--- src/rtl/muldiv_pkg.sv ---
// muldiv_pkg: op encoding, FSM states and op-class helpers for the M-extension unit
package muldiv_pkg;

    typedef enum logic [2:0] {
        OP_MUL    = 3'b000,
        OP_MULH   = 3'b001,
        OP_MULHSU = 3'b010,
        OP_MULHU  = 3'b011,
        OP_DIV    = 3'b100,
        OP_DIVU   = 3'b101,
        OP_REM    = 3'b110,
        OP_REMU   = 3'b111
    } muldiv_op_t;

    typedef enum logic [2:0] {
        ST_IDLE,
        ST_MUL,
        ST_DIV,
        ST_FIX,
        ST_DONE
    } muldiv_state_t;

    function automatic logic is_div(input muldiv_op_t op);
        return op[2];
    endfunction

    function automatic logic is_signed_a(input muldiv_op_t op);
        return op inside {OP_MULH, OP_MULHSU, OP_DIV, OP_REM};
    endfunction

    function automatic logic is_signed_b(input muldiv_op_t op);
        return op inside {OP_MULH, OP_DIV, OP_REM};
    endfunction

endpackage

--- src/rtl/muldiv_unit_div_iter.sv ---
// div_iter: restoring shift-subtract divider on unsigned magnitudes, one quotient bit per iterate
module div_iter #(
    parameter int WIDTH = 32
) (
    input  logic             clk,
    input  logic             rst,
    input  logic             load,
    input  logic [WIDTH-1:0] dividend,
    input  logic [WIDTH-1:0] divisor,
    input  logic             iterate,
    output logic [WIDTH-1:0] quotient,
    output logic [WIDTH-1:0] remainder,
    output logic             count_done
);

    localparam int CW = $clog2(WIDTH);

    logic [WIDTH-1:0] quo_q, quo_d, rem_q, rem_d, dvs_q;
    logic [CW-1:0]    cnt_q;
    logic [WIDTH+1:0] diff_d;

    // Trial subtract of the divisor from the shifted partial remainder; restore on borrow.
    // The dividend is shifted out of the top of the quotient register as quotient bits enter below.
    always_comb begin
        diff_d = {1'b0, rem_q, quo_q[WIDTH-1]} - {2'b0, dvs_q};
        rem_d  = diff_d[WIDTH+1] ? {rem_q[WIDTH-2:0], quo_q[WIDTH-1]} : diff_d[WIDTH-1:0];
        quo_d  = {quo_q[WIDTH-2:0], ~diff_d[WIDTH+1]};
    end

    // Operand load and per-iteration register update
    always_ff @(posedge clk or posedge rst) begin
        if (rst) begin
            quo_q <= '0;
            rem_q <= '0;
            dvs_q <= '0;
            cnt_q <= '0;
        end else if (load) begin
            quo_q <= dividend;
            rem_q <= '0;
            dvs_q <= divisor;
            cnt_q <= '0;
        end else if (iterate) begin
            quo_q <= quo_d;
            rem_q <= rem_d;
            cnt_q <= cnt_q + CW'(1);
        end
    end

    assign quotient   = quo_q;
    assign remainder  = rem_q;
    // High while the final iteration is being performed this cycle
    assign count_done = cnt_q == CW'(WIDTH - 1);

endmodule

--- src/rtl/muldiv_unit.sv ---
// muldiv_unit: multi-cycle RV32M multiply/divide unit with flush abort
module muldiv_unit
    import muldiv_pkg::*;
#(
    parameter int WIDTH   = 32,
    parameter int MUL_LAT = 2
) (
    input  logic             clk,
    input  logic             rst,
    input  logic             start,
    input  logic [2:0]       op,
    input  logic [WIDTH-1:0] op_a,
    input  logic [WIDTH-1:0] op_b,
    input  logic             flush,
    output logic             busy,
    output logic             done,
    output logic [WIDTH-1:0] result
);

    localparam int W  = WIDTH;
    localparam int VD = (MUL_LAT > 1) ? MUL_LAT - 1 : 1;
    localparam logic [W-1:0] MIN_INT = {1'b1, {(W-1){1'b0}}};

    muldiv_state_t state_q, state_d;
    muldiv_op_t    op_in, op_q;

    logic                  accept, sa, sb, special, div_load;
    logic                  neg_quo_q, neg_rem_q;
    logic [W-1:0]          mag_a, mag_b, special_val, div_val, result_q;
    logic [W-1:0]          quotient, remainder;
    logic                  count_done;
    logic signed [2*W-1:0] ext_a, ext_b, product;
    logic [2*W-1:0]        pipe_q [MUL_LAT];
    logic [VD-1:0]         vld_q;

    assign op_in   = muldiv_op_t'(op);
    assign accept  = start && !flush && state_q == ST_IDLE;
    assign sa      = is_signed_a(op_in) && op_a[W-1];
    assign sb      = is_signed_b(op_in) && op_b[W-1];
    assign ext_a   = {{W{sa}}, op_a};
    assign ext_b   = {{W{sb}}, op_b};
    assign product = ext_a * ext_b;
    assign mag_a   = sa ? -op_a : op_a;
    assign mag_b   = sb ? -op_b : op_b;
    // Divide-by-zero and signed MIN_INT/-1 complete without iterating
    assign special     = op_b == '0 || (is_signed_a(op_in) && op_a == MIN_INT && op_b == '1);
    assign special_val = op_b == '0 ? (op_in[1] ? op_a : '1) : (op_in[1] ? '0 : MIN_INT);
    assign div_load    = accept && is_div(op_in) && !special;
    assign div_val     = op_q[1] ? (neg_rem_q ? -remainder : remainder)
                                 : (neg_quo_q ? -quotient : quotient);

    div_iter #(.WIDTH(W)) u_div (
        .clk        (clk),
        .rst        (rst),
        .load       (div_load),
        .dividend   (mag_a),
        .divisor    (mag_b),
        .iterate    (state_q == ST_DIV),
        .quotient   (quotient),
        .remainder  (remainder),
        .count_done (count_done)
    );

    // State register
    always_ff @(posedge clk or posedge rst) begin
        if (rst) state_q <= ST_IDLE;
        else     state_q <= state_d;
    end

    // Next-state logic; flush overrides everything and returns to IDLE
    always_comb begin
        state_d = state_q;
        case (state_q)
            ST_IDLE: if (accept) state_d = !is_div(op_in) ? (MUL_LAT == 1 ? ST_DONE : ST_MUL)
                                                          : (special ? ST_DONE : ST_DIV);
            ST_MUL:  if (vld_q[VD-1]) state_d = ST_DONE;
            ST_DIV:  if (count_done) state_d = ST_FIX;
            ST_FIX:  state_d = ST_DONE;
            default: state_d = ST_IDLE;
        endcase
        if (flush) state_d = ST_IDLE;
    end

    // Outputs; multiply results come straight from the pipeline tail in the done cycle
    always_comb begin
        busy   = state_q inside {ST_MUL, ST_DIV, ST_FIX};
        done   = state_q == ST_DONE;
        result = (done && !op_q[2]) ? (op_q == OP_MUL ? pipe_q[MUL_LAT-1][W-1:0]
                                                      : pipe_q[MUL_LAT-1][2*W-1:W])
                                    : result_q;
    end

    // Operand/sign capture, multiplier valid/result pipeline and result holding register
    always_ff @(posedge clk or posedge rst) begin
        if (rst) begin
            op_q      <= OP_MUL;
            neg_quo_q <= 1'b0;
            neg_rem_q <= 1'b0;
            result_q  <= '0;
            vld_q     <= '0;
            for (int i = 0; i < MUL_LAT; i++) pipe_q[i] <= '0;
        end else begin
            vld_q <= flush ? '0 : VD'({vld_q, accept && !is_div(op_in)});
            for (int i = MUL_LAT - 1; i > 0; i--) pipe_q[i] <= pipe_q[i-1];
            if (accept) begin
                op_q      <= op_in;
                neg_quo_q <= sa ^ sb;
                neg_rem_q <= sa;
                pipe_q[0] <= product;
            end
            if (accept && is_div(op_in) && special) result_q <= special_val;
            else if (state_q == ST_FIX && !flush)   result_q <= div_val;
            else if (state_q == ST_DONE)            result_q <= result;
        end
    end

endmodule

--- config.mk ---
export PLATFORM = sky130hd
export DESIGN_NAME = muldiv_unit
export DESIGN_NICKNAME = d
export VERILOG_FILES = /design/src/rtl/muldiv_pkg.sv /design/src/rtl/muldiv_unit_div_iter.sv /design/src/rtl/muldiv_unit.sv
export SDC_FILE = /design/constraint.sdc
export NUM_CORES = 2
export LEC_CHECK = 0
export ABC_AREA = 1
export CAP_MARGIN = 30
export CELL_PAD_IN_SITES_DETAIL_PLACEMENT = 0
export CELL_PAD_IN_SITES_GLOBAL_PLACEMENT = 2
export CORE_AREA = 5 5 405 407
export CTS_BUF_LIST = sky130_fd_sc_hd__clkbuf_16
export DETAILED_ROUTE_END_ITERATION = 10
export DIE_AREA = 0 0 410 412
export PLACE_DENSITY = 0.79
export SYNTH_ARGS = -nofsm -noshare
export SYNTH_HDL_FRONTEND = slang
export SYNTH_SLANG_ARGS = --single-unit
--- constraint.sdc ---
create_clock -name clk -period 9.7 [get_ports clk]
set_input_delay 2.425 -clock clk [delete_from_list [all_inputs] [get_ports clk]]
set_output_delay 2.425 -clock clk [all_outputs]
set_load 0.005 [all_outputs]
==> Yosys cells after proc, flatten, opt, wreduce, memory -nomap -nowiden <==
Index checks and enable logic that the tools add are counted.
{ "word_totals": {"reg_bits": 270, "inputBits": 71, "out_inout_bits": 34, "wordCells": 89} }
{ "classes": {"add_sub_neg": 6, "n_mul": 1, "eq_ne": 14, "n_mux": 28, "bitwise": 2, "n_reduce_logical": 26} }
{ "op_table": {"columns": ["cell", "n"], "rows": [
  ["$mux W32", 18],
  ["$neg A32 Y32", 4],
  ["$eq A32 B32 Y1 const B", 2],
  ["$mul A33 B33 Y64", 1],
  ["$sub A33 B32 Y34", 1],
  ["$logic_not A32 Y1", 1],
  ["$mux W3", 6],
  ["$logic_and A1 B1 Y1", 12],
  ["$pmux W3 S4", 1],
  ["$mux W5", 2],
  ["$eq A3 B2 Y1 const B", 3],
  ["$eq A3 B3 Y1 const B", 3],
  ["$ne A3 B3 Y1 const B", 3],
  ["$reduce_bool A3 Y1", 3],
  ["$eq A3 B1 Y1 const B", 2],
  ["$logic_not A3 Y1", 2],
  ["$add A5 B1 Y5 const B", 1],
  ["$eq A5 B5 Y1 const B", 1],
  ["$logic_not A1 Y1", 4],
  ["$reduce_bool A4 Y1", 1],
  ["$reduce_and A3 Y1", 1],
  ["$reduce_bool A2 Y1", 1],
  ["$logic_or A1 B1 Y1", 1],
  ["$mux W1", 1],
  ["other kinds (2)", 2]
]} }

==> Longest topological paths before layout <==
{ "logic_depth": {"word_depth": 10, "ltp_mapped": 38, "ltp_nobuf": 36} }

==> Cells and area by module <==
From an unflattened synthesis, not the netlist that was laid out.
{ "hier_totals": {"hier_cells": 7572, "area_unflattened_um2": 57392.5} }
{ "modules_own_cells": {"columns": ["module", "instances", "cells_per_inst", "area_per_inst_um2"], "rows": [
  ["muldiv_unit", 1, 6519, 50362.1],
  ["div_iter", 1, 1053, 7030.5]
]} }

==> Worst setup path before layout <==
OpenSTA, ideal clock, no wires.
{ "synth_path": {"path_type": "input-to-reg", "start": "input port op[2]", "end": "register pipe_q[125] (netlist bit)", "arrival_ns": 9.999, "required_ns": 9.582, "slack_ns": -0.417, "cell_stages": 33, "path_buffers": 2, "cell_sequence": "inv_2 nand2_1 nand3_1 nand2_1 nand2_1 buf_2 buf_1 nor2_1 fa_1 inv_1 fa_1 inv_1 fa_1 inv_1 fa_1 inv_1 fa_1 fa_1 fa_1 inv_1 fa_1 inv_1 ha_1 a21oi_1 nor2_1 nor2_1 o21ai_0 nand3_1 nand2_1 a21oi_1 nand3_1 nand3_1 nand2_1"} }
{ "synth_via": {"elab_chain_len": 4, "word_cells_on_any_way": 9, "classes_between": "mul: 1; eq/ne: 4; reduce/logical: 4"} }
{ "synth_rtl": {"columns": ["item", "line_no", "source"], "rows": [
  ["start, declared", "muldiv_unit.sv:11", "input logic [2:0] op,"],
  ["$eq A3 B1 Y1, or another cell as far along", "muldiv_pkg.sv:28, muldiv_pkg.sv:32", null],
  ["$reduce_bool A4 Y1 or $reduce_bool A3 Y1 (tied branches)", "muldiv_pkg.sv:28, muldiv_pkg.sv:32", null],
  ["$logic_and A1 B1 Y1, on equally long branches", "muldiv_unit.sv:38, muldiv_unit.sv:39", null],
  ["$mul A33 B33 Y64 *", "muldiv_unit.sv:42", "assign product = ext_a * ext_b;"],
  ["end, declared", "muldiv_unit.sv:33", "logic [2*W-1:0] pipe_q [MUL_LAT];"]
]} }
Mark *: on every way between the ends. The rest lies on a longest branch, timed or not.
A chain may end at the register's enable or synchronous reset.

==> Worst setup path after layout <==
{ "layout_path": {"start": "input port op[0]", "end": "register pipe_q[113] (netlist bit)"} }
Same word-level chain as after synthesis.

==> run metrics <==
status=finished clean; CTS tree=done; non-filler cells, final=10,060; routed length per instance=22.42 µm; net count of the mapped netlist=9,013; Worst EP arrival=10.02 ns; R2R setup slack=5.30 ns; top-count cell post-synth=nand2_1; initial antenna violation count=20; M1 GR Usage=35.41%; Unique masters post-synth=50; Placed Instances=9,996; H-tree Lvls=1; met3 Usage GRT=4.457%; layer carrying the most global-route usage=met2; top post-synthesis cells by area=fa_1 (39%), nand2_1 (13%), inv_1 (12%); number of remaining DRC errors=0; Async S/R FF share, synth=100.0%; Ports=105; clock sink total=270; met2 Use GR=45.23%; Core Rows=147; Clk Latency, worst-skew pair=0.67 ns; vias in the first global route=52,760; CTS Buffer Depth=3; Slew Limit Headroom=31.23%; cell mode on critical path=fa_1; Post-synth top cells=nand2_1 (2,043), inv_1 (1,813), fa_1 (1,126); routed via count=49,920; R2R depth=13; CP Launch Type=input port; Setup crit end kind=flop; Finished Cell Area=0.06576 mm²; WHS Endpoint=pipe_q[37]; Max Cap Violations=0; Via-to-Cell Ratio=4.960; fin. max-slew vios=0; mapped cell area=0.05717 mm²; nets=9,397; share of layout cells above drive strength 1=11.33%; Post-Syn Instances=7,565; GRT Overall Usage=27.02%; HP Start=pipe_q[101]; gpl congestion=0.9715; post-synth top area share=39.43%; drt first pass iters=6; type of the worst min-delay path=reg -> reg; die height=412 µm; Num CTS Buffers=30; Setup Skew=0.07995 ns; critical path peak fanout=8; crit path time final=9.481 ns; clk root buf=clkbuf_16; Crit path largest cell delay=0.61 ns; Worst Path Required=10.24 ns; number of flops mapped to enable cells by yosys=0; Mean Syn Cell Area=7.557 µm²; Detailed Route Iter0 Violations=3,692; RSZ-0062 raised after global routing=true; slew at the pin with the worst max-slew slack=1.023 ns; Setup Viol. Count Final=0; leading area contributor after synthesis=fa_1; Synth Flop Type=dfrtp_1; die width=410 µm; gr ovfl total=0; fin crit share=97.74%; Core Footprint=0.1598 mm²; first-pass GRT wire length=340.6 mm; Area growth syn-to-layout=15.03%; Port Buffers=104; DRT antenna net count=0; largest net degree at the start of global routing=142; initial core utilization=35.77%; hold depth=0; RR Endpoint=u_div.quotient[9]; Yosys warning total=0; DP HPWL=192.4 mm; final WL=225.6 mm; Max Freq=105.5 MHz; full die area=0.1689 mm²; Setup CP Type=in -> reg; Placed Area=0.06427 mm²; number of synthesized register bits=270; sequential area share after synthesis=11.82%; Reg-to-Reg Start=state_q[1]; crit path max-delay cell type=o21ai_0; clock transition at the registers of the reported paths=0.06 ns; final hold vios=0
registers in the layout, indices dropped and copies added (netlist names), 3 cells and up:
name,flops
u_div.cnt_q,5
u_div.dvs_q,32
u_div.remainder,32
u_div.quotient,32
pipe_q,128
state_q,3
op_q,3
result_q,32
layer usage:
layer,vias to the layer above,part of all wire [%]
met3,351,6.6
met2,1478,47
li1,22860,-
met4,6,4.5
met1,25220,42
met5,-,0.018
repair_timing:
item | in CTS | in global routing
gates resized for setup | 8 | 107
setup buffers | 0 | 6
hold buffers | 0 | 0
pin swaps | 0 | 7
cloned | 0 | 0
setup endpoints to repair | 9 | 29
how the worst max path moves through the flow:
| stage | slack, ns | cells after the start | start | to |
|---|---|---|---|---|
| floorplan | 0.03 | 33 | op[2] | pipe_q[125] |
| global placement | -1.09 | 34 | op[0] | pipe_q[113] |
| detailed placement | -1.07 | 34 | op[2] | pipe_q[113] |
| CTS | 0.03 | 34 | op[2] | pipe_q[121] |
| global route | -0.04 | 34 | op[0] | pipe_q[115] |
| finish | 0.22 | 33 | op[0] | pipe_q[113] |
worst max-delay path, delay by kind of cell:
family,cells,cell delay (ns)
AO/OA/AOI/OAI,1,0.61
AND/OR/NAND/NOR,13,1.46
buffers and inverters,10,1.22
adder cells (fa/ha/maj),9,4.25
placed cells by master (no fill, tap or decap), drive strengths merged, types with 3 or more instances in the layout:
cell / instances
xnor2: 24
a31oi: 28
clkinv: 15
ha: 251
o22ai: 14
a21boi: 3
nor2: 504
xor2: 74
a21oi: 156
a21o: 9
nand4: 59
o21ai: 319
dfrtp: 270
o21bai: 16
clkbuf: 32
o21a: 4
o31ai: 10
fa: 1126
o2111ai: 13
nor3: 50
o211ai: 21
nand3: 292
bufinv: 4
clkdlybuf4s50: 45
clkinvlp: 4
or2: 23
inv: 1858
nand3b: 15
nor4: 12
nand2: 2047
buf: 663
diode: 7
cell type report:
cell class | count | area (µm²)
clock buffer | 30 | 750.7
antenna | 7 | 17.52
timing repair buffer | 711 | 6011
sequential | 270 | 6756
multi-input combinational | 5079 | 42370
inverter | 1857 | 6989
clock inverter | 24 | 257.7
fill | 16610 | 94070
tap | 2086 | 2610
cells by family after synthesis:
kind of cell	count (synthesis)	synth area share, %
DFF	270	11.82
adders and majority gates	1377	44.92
buffers and inverters	2216	14.83
xor gates and xnor gates	98	1.501
and+or+nand+nor	3006	21.21
AOI/OAI and AO/OA	598	5.716
stage by stage:
stage,TNS (ns),hold slack [ns],utilization (%),setup slack [ns]
floorplan,0,0.3540,-,0.03264
finish,0,0.3759,41.14,0.2191
detailed placement,-19.30,0.3621,40.21,-1.066
global route,-0.1503,0.3874,41.14,-0.03700
global placement,-19.34,0.3590,40.21,-1.086
CTS,0,0.3772,40.87,0.02973
Power is not shown: default switching activity piles up to over one toggle a cycle in this logic, so the estimate is an artifact.
